[config.mk]
export PLATFORM = sky130hd
export DESIGN_NAME = slurm16_cpu_hazard_pipeline
export DESIGN_NICKNAME = d
export VERILOG_FILES = /design/src/rtl/slurm16_cpu_hazard_pipeline_pkg.sv /design/src/rtl/slurm16_hazard_stage.sv /design/src/rtl/slurm16_cpu_hazard_pipeline.sv
export SDC_FILE = /design/constraint.sdc
export NUM_CORES = 1
export LEC_CHECK = 0
export ABC_AREA = 1
export BUFFER_PORTS_ARGS = -buffer_cell sky130_fd_sc_hd__buf_2
export CAP_MARGIN = 20
export CORE_AREA = 2 2 68 70
export DETAILED_ROUTE_END_ITERATION = 10
export DIE_AREA = 0 0 70 72
export PLACE_DENSITY_LB_ADDON = 0.3
export SYNTH_ARGS = -nofsm -noshare
export SYNTH_HDL_FRONTEND = slang
export SYNTH_SLANG_ARGS = --single-unit
export TNS_END_PERCENT = 50
[constraint.sdc]
create_clock -name CLK -period 2.79 [get_ports CLK]
set_clock_uncertainty 0.1 [all_clocks]
set_input_delay 0.558 -clock CLK [delete_from_list [all_inputs] [get_ports CLK]]
set_output_delay 0.558 -clock CLK [all_outputs]
set_load 0.02 [all_outputs]
[src/rtl/slurm16_cpu_hazard_pipeline_pkg.sv]
// Shared CPU definitions: register selector width, special registers, hazard FSM encoding.
// Latency: n/a (types and constants only).
// Backpressure: n/a.
package slurm16_cpu_hazard_pipeline_pkg;

  localparam int REGISTER_BITS = 7;

  // Register 0 doubles as "no destination", so a zero stage record never aliases.
  localparam logic [REGISTER_BITS-1:0] R0            = '0;
  localparam logic [REGISTER_BITS-1:0] LINK_REGISTER = REGISTER_BITS'(15);

  typedef enum logic {
    HZ_RUN = 1'b0,
    HZ_HAZ = 1'b1
  } hz_state_t;

endpackage

[src/rtl/slurm16_hazard_stage.sv]
// One hazard-record pipeline stage: {destination register, flag-write bit}.
// Latency: 1 cycle from reg_d/flag_d to reg_q/flag_q.
// Backpressure: hold freezes the record; clear (priority over hold) loads an empty record.
//
// Ports: clk, rst_b (sync, active-low), hold, clear, reg_d/flag_d in, reg_q/flag_q out.
module slurm16_hazard_stage #(
  parameter int REGISTER_BITS = slurm16_cpu_hazard_pipeline_pkg::REGISTER_BITS
) (
  input  logic                     clk,
  input  logic                     rst_b,
  input  logic                     hold,
  input  logic                     clear,
  input  logic [REGISTER_BITS-1:0] reg_d,
  input  logic                     flag_d,
  output logic [REGISTER_BITS-1:0] reg_q,
  output logic                     flag_q
);

  always_ff @(posedge clk) begin
    if (!rst_b) begin
      reg_q  <= '0;
      flag_q <= 1'b0;
    end else if (clear) begin
      reg_q  <= '0;
      flag_q <= 1'b0;
    end else if (!hold) begin
      reg_q  <= reg_d;
      flag_q <= flag_d;
    end
  end

endmodule

[src/rtl/slurm16_cpu_hazard_pipeline.sv]
// Hazard-record pipeline p0 -> stages 1..3, stall/bubble control and saturating stall counter.
// Latency: records reach hazard_reg1 one cycle after capture; stall_p0/bubble_p1 are combinational.
// Backpressure: stall_in freezes stages, state and counter; a hazard freezes p0 and bubbles stage 1.
//
// Ports: CLK, RSTb (sync, active-low); p0 record in (hazard_reg0, modifies_flags0);
//   detector verdicts hazard_1/2/3; stall_in, flush; stage records out (hazard_regN,
//   modifies_flagsN, N=1..3); stall_p0, bubble_p1, hazard_state (0 RUN / 1 HAZ), stall_count.
// Option: SLURM16_HAZARD_WB_BYPASS_EN -- register-file write-through covers stage 3,
//   so hazard_3 is ignored.
module slurm16_cpu_hazard_pipeline #(
  parameter int REGISTER_BITS = slurm16_cpu_hazard_pipeline_pkg::REGISTER_BITS,
  parameter int CNT_BITS      = 16
) (
  input  logic                     CLK,
  input  logic                     RSTb,
  input  logic [REGISTER_BITS-1:0] hazard_reg0,
  input  logic                     modifies_flags0,
  input  logic                     hazard_1,
  input  logic                     hazard_2,
  input  logic                     hazard_3,
  input  logic                     stall_in,
  input  logic                     flush,
  output logic [REGISTER_BITS-1:0] hazard_reg1,
  output logic [REGISTER_BITS-1:0] hazard_reg2,
  output logic [REGISTER_BITS-1:0] hazard_reg3,
  output logic                     modifies_flags1,
  output logic                     modifies_flags2,
  output logic                     modifies_flags3,
  output logic                     stall_p0,
  output logic                     bubble_p1,
  output logic                     hazard_state,
  output logic [CNT_BITS-1:0]      stall_count
);

  import slurm16_cpu_hazard_pipeline_pkg::*;

  logic      hazard_3_eff;
  logic      haz_any;
  hz_state_t state_q;
  hz_state_t state_d;

`ifdef SLURM16_HAZARD_WB_BYPASS_EN
  // Stage-3 results (registers and flags) are already visible through write-through.
  logic unused_hazard_3;
  assign unused_hazard_3 = hazard_3;
  assign hazard_3_eff    = 1'b0;
`else
  assign hazard_3_eff    = hazard_3;
`endif

  assign haz_any   = hazard_1 | hazard_2 | hazard_3_eff;
  // A flush discards the p0 instruction, so there is nothing left to hold.
  assign stall_p0  = haz_any & ~flush;
  assign bubble_p1 = stall_p0 & ~stall_in;

  // Priority flush > stall_in > hazard > advance, folded into per-stage hold/clear.
  logic clear_s1;
  logic clear_s2;
  assign clear_s1 = flush | (haz_any & ~stall_in);
  assign clear_s2 = flush;

  slurm16_hazard_stage #(.REGISTER_BITS(REGISTER_BITS)) u_stage1 (
    .clk    (CLK),
    .rst_b  (RSTb),
    .hold   (stall_in),
    .clear  (clear_s1),
    .reg_d  (hazard_reg0),
    .flag_d (modifies_flags0),
    .reg_q  (hazard_reg1),
    .flag_q (modifies_flags1)
  );

  slurm16_hazard_stage #(.REGISTER_BITS(REGISTER_BITS)) u_stage2 (
    .clk    (CLK),
    .rst_b  (RSTb),
    .hold   (stall_in),
    .clear  (clear_s2),
    .reg_d  (hazard_reg1),
    .flag_d (modifies_flags1),
    .reg_q  (hazard_reg2),
    .flag_q (modifies_flags2)
  );

  // Stage 3 is past the flush point: on flush it still advances unless memory-stalled.
  slurm16_hazard_stage #(.REGISTER_BITS(REGISTER_BITS)) u_stage3 (
    .clk    (CLK),
    .rst_b  (RSTb),
    .hold   (stall_in),
    .clear  (1'b0),
    .reg_d  (hazard_reg2),
    .flag_d (modifies_flags2),
    .reg_q  (hazard_reg3),
    .flag_q (modifies_flags3)
  );

  // Observability-only state: HAZ while bubbles are being injected.
  always_comb begin
    state_d = state_q;
    if (flush)         state_d = HZ_RUN;
    else if (stall_in) state_d = state_q;
    else if (haz_any)  state_d = HZ_HAZ;
    else               state_d = HZ_RUN;
  end

  always_ff @(posedge CLK) begin
    if (!RSTb) state_q <= HZ_RUN;
    else       state_q <= state_d;
  end

  assign hazard_state = (state_q == HZ_HAZ);

  // Memory-stalled cycles are not charged to the hazard counter.
  always_ff @(posedge CLK) begin
    if (!RSTb)
      stall_count <= '0;
    else if (stall_p0 && !stall_in && (stall_count != {CNT_BITS{1'b1}}))
      stall_count <= stall_count + 1'b1;
  end

endmodule
==> metrics.txt <==
status=complete, no violations; ant diodes=0; register area share after synthesis=44.4%; final worst path period need=approximately 1.9 ns; sw frac=26.1%; CTS Sinks=41; most common cell in the netlist=nand2_1; GR Overflow Total=0; Reg clk slew, reported paths=0.08 ns; Startpoint Class=primary input; Cells after Synth=between 200 and 300; CTS-repair resized insts=0; largest net degree at the start of global routing=26; first drt pass iteration count=4; RSZ-0062 raised after global routing=false; Synth top area share=44.4%; nets=341; Layout area overhead=21.9%; final setup fails=0; Ports=58; top cells by area, synth=dfxtp_1, nand2_1, nor2_1; clk buf depth=2; synthesized cell area=1850 um2; CP Capture Type=primary output; worst rel slew slack=75.2%; Crit path required time=between 2 and 2.5 ns; DR DRC count=0; min-delay worst type=flip-flop to flip-flop; # rows=24; CTS root buffer=clkbuf_8; critical-path cell list=buf_2, inv_1, nand3_1, nand3_4, inv_2, buf_2; largest area contributor in the netlist=dfxtp_1; Reg power frac=between 50 and 60%; WL per Instance=10.8 um; gpl congestion=0.863; vias in the first global route=1576; via count=1813; synthesized area per cell=6.92 um2; Overall Power=1090 uW; slowest CP cell=buf_2; starting DRC count in detailed routing=83; initial core utilization=about 43%; Buffers on Ports=57; post-route ant nets=0; Most used DFF post-synth=dfxtp_1; Tcrit/Tclk final=69.4%; YS warnings=0; Worst path max stage delay=0.17 ns; fraction of layout cells with a size suffix above 1=around 25%; number of synthesized register bits=41; CORE AREA=4260 um2; MaxCap Viol Count=0; Worst path most repeated cell=buf_2; asr flop ratio synth=0%; Max VDD drop=357 uV; setup bufs post-CTS=0; Internal=805 uW; CP top delay family=buffers and inverters; Least-Margin Pin Slew=0.373 ns; CP Buf/Inv Count=4; CP Max Fanout=9; switching power=284 uW; die width=approximately 70 um; leakage power total=0.00103 uW; Syn Nets=283; total CTS buffers=5; unique cell type count in the Yosys netlist=23; CTS tree=done; die area=5040 um2; pwr dens=483 nW/um2; part of the power in combinational logic=8.8%; final hold violation count=0; global-route wire length before repair=6.72 mm; drt total wl=4.08 mm; Post-synth EDFFs=0; initial antenna violation count=0; Peak Freq=slightly above 500 MHz; Avg Vias per Cell=4.80; GRT Resource Usage Total=16.4%; top post-synthesis cells by count=nand2_1, nor2_1, dfxtp_1, a21oi_1, inv_1; Chip Height=about 72 um; DP Wirelength=2.95 mm; clock share of power=35.7%; Fin Setup TNS=0 ns; CP Data Arrival Time=roughly 1.3 ns; fillcell total=429; # H-tree levels=2; clock latency on the worst-skew pair=around 0.29 ns; Hold Buf Count CTS=0; Crit Path Category=primary input to primary output; max-slew violations=0
-- registers in the layout, indices dropped and copies added (netlist names) --
signal           flops
stall_count         16
u_stage1.reg_q       7
u_stage2.reg_q       7
u_stage3.reg_q       7
hazard_state         1
u_stage1.flag_q      1
u_stage2.flag_q      1
u_stage3.flag_q      1
-- layout by cell type, fill, tap and decap left out --
| cell type | n |
|---|---|
| clkinvlp_4 | 2 |
| xnor2_1 | 1 |
| dfxtp_1 | 41 |
| inv_1 | 14 |
| a31oi_1 | 1 |
| clkinv_1 | 1 |
| buf_4 | 2 |
| clkbuf_8 | 5 |
| nor2_1 | 54 |
| xor2_1 | 3 |
| nand3b_1 | 1 |
| buf_2 | 57 |
| nand2_2 | 3 |
| inv_2 | 3 |
| clkbuf_1 | 1 |
| o21ai_1 | 2 |
| nand3_1 | 11 |
| nand3_4 | 1 |
| nand3_2 | 5 |
| o21ai_0 | 8 |
| nand4_1 | 1 |
| nand2_1 | 76 |
| nor2_2 | 3 |
| ha_1 | 1 |
| a21oi_1 | 29 |
-- area by class of cell --
class                           count  area (um2)  area share, %
Clock buffer                        6        72.6           3.22
Clock inverter                      2        15.0          0.667
Inverter                           18        67.6           3.00
Multi-Input combinational cell    200         911           40.4
Sequential cell                    41         821           36.4
Tap cell                           52        65.1           2.89
Timing Repair Buffer               59         300           13.3
-- routing by layer --
| layer | track usage [%] | up-vias | part of all wire, % |
|---|---|---|---|
| met3 | 4.72 | 8 | 5.6 |
| met5 | 0 | - | 0 |
| met2 | 28.6 | 47 | 48 |
| met1 | 19.1 | 800 | 45 |
| met4 | 6.41 | 0 | 1.5 |
| li1 | - | 958 | - |
-- path summary, 6_finish.rpt --
check | depth (start not counted) | slack, ns | start | end
min reg2reg | 2 | 0.37 | u_stage2.reg_q[5]$_SDFFE_PP0N_ | u_stage2.reg_q[5]$_SDFFE_PP0N_
max reg2reg | 7 | 1.11 | stall_count[0]$_SDFFE_PN0P_ | stall_count[2]$_SDFFE_PN0P_
max | 6 | 0.85 | hazard_1 | bubble_p1
min | 2 | 0.37 | u_stage2.reg_q[5]$_SDFFE_PP0N_ | u_stage2.reg_q[5]$_SDFFE_PP0N_
-- power by group through the flow --
| stage | Sequential (uW) | Combinational (uW) | Clock (uW) |
|---|---|---|---|
| floorplan | 631 | 50.9 | 0 |
| global placement | 617 | 96.4 | 0 |
| detailed placement | 617 | 97.4 | 0 |
| CTS | 603 | 97.5 | 399 |
| global route | 605 | 107 | 431 |
| finish | 603 | 96.3 | 389 |
-- metrics by stage --
step / instances / setup WS (ns) / hold slack (ns) / instance area, um2 / utilization (%)
floorplan: 267 / 1.05 / 0.444 / 1850 / -
global placement: 370 / 0.868 / 0.356 / 2160 / 50.8
detailed placement: 370 / 0.845 / 0.363 / 2160 / 50.8
CTS: 378 / 0.847 / 0.375 / 2250 / 52.8
global route: 378 / 0.794 / 0.397 / 2250 / 52.8
finish: 378 / 0.853 / 0.371 / 2250 / 52.8
-- worst register-to-register path, delay by kind of cell, from the launching register on --
family                     cells  cell delay, ns
AOI/OAI and AO/OA              1            0.13
adders and majority gates      1            0.22
and+or+nand+nor                5            0.76
DFF                            1            0.40
-- cells by family after synthesis --
family	after synthesis	synth area share, %
AND/OR/NAND/NOR	155	35.8
flip-flops	41	44.4
AO/OA/AOI/OAI	40	10.9
buffers and inverters	26	6.30
XOR/XNOR	4	1.90
adder cells (fa/ha/maj)	1	0.677
Power figures use the tool's default switching activity.
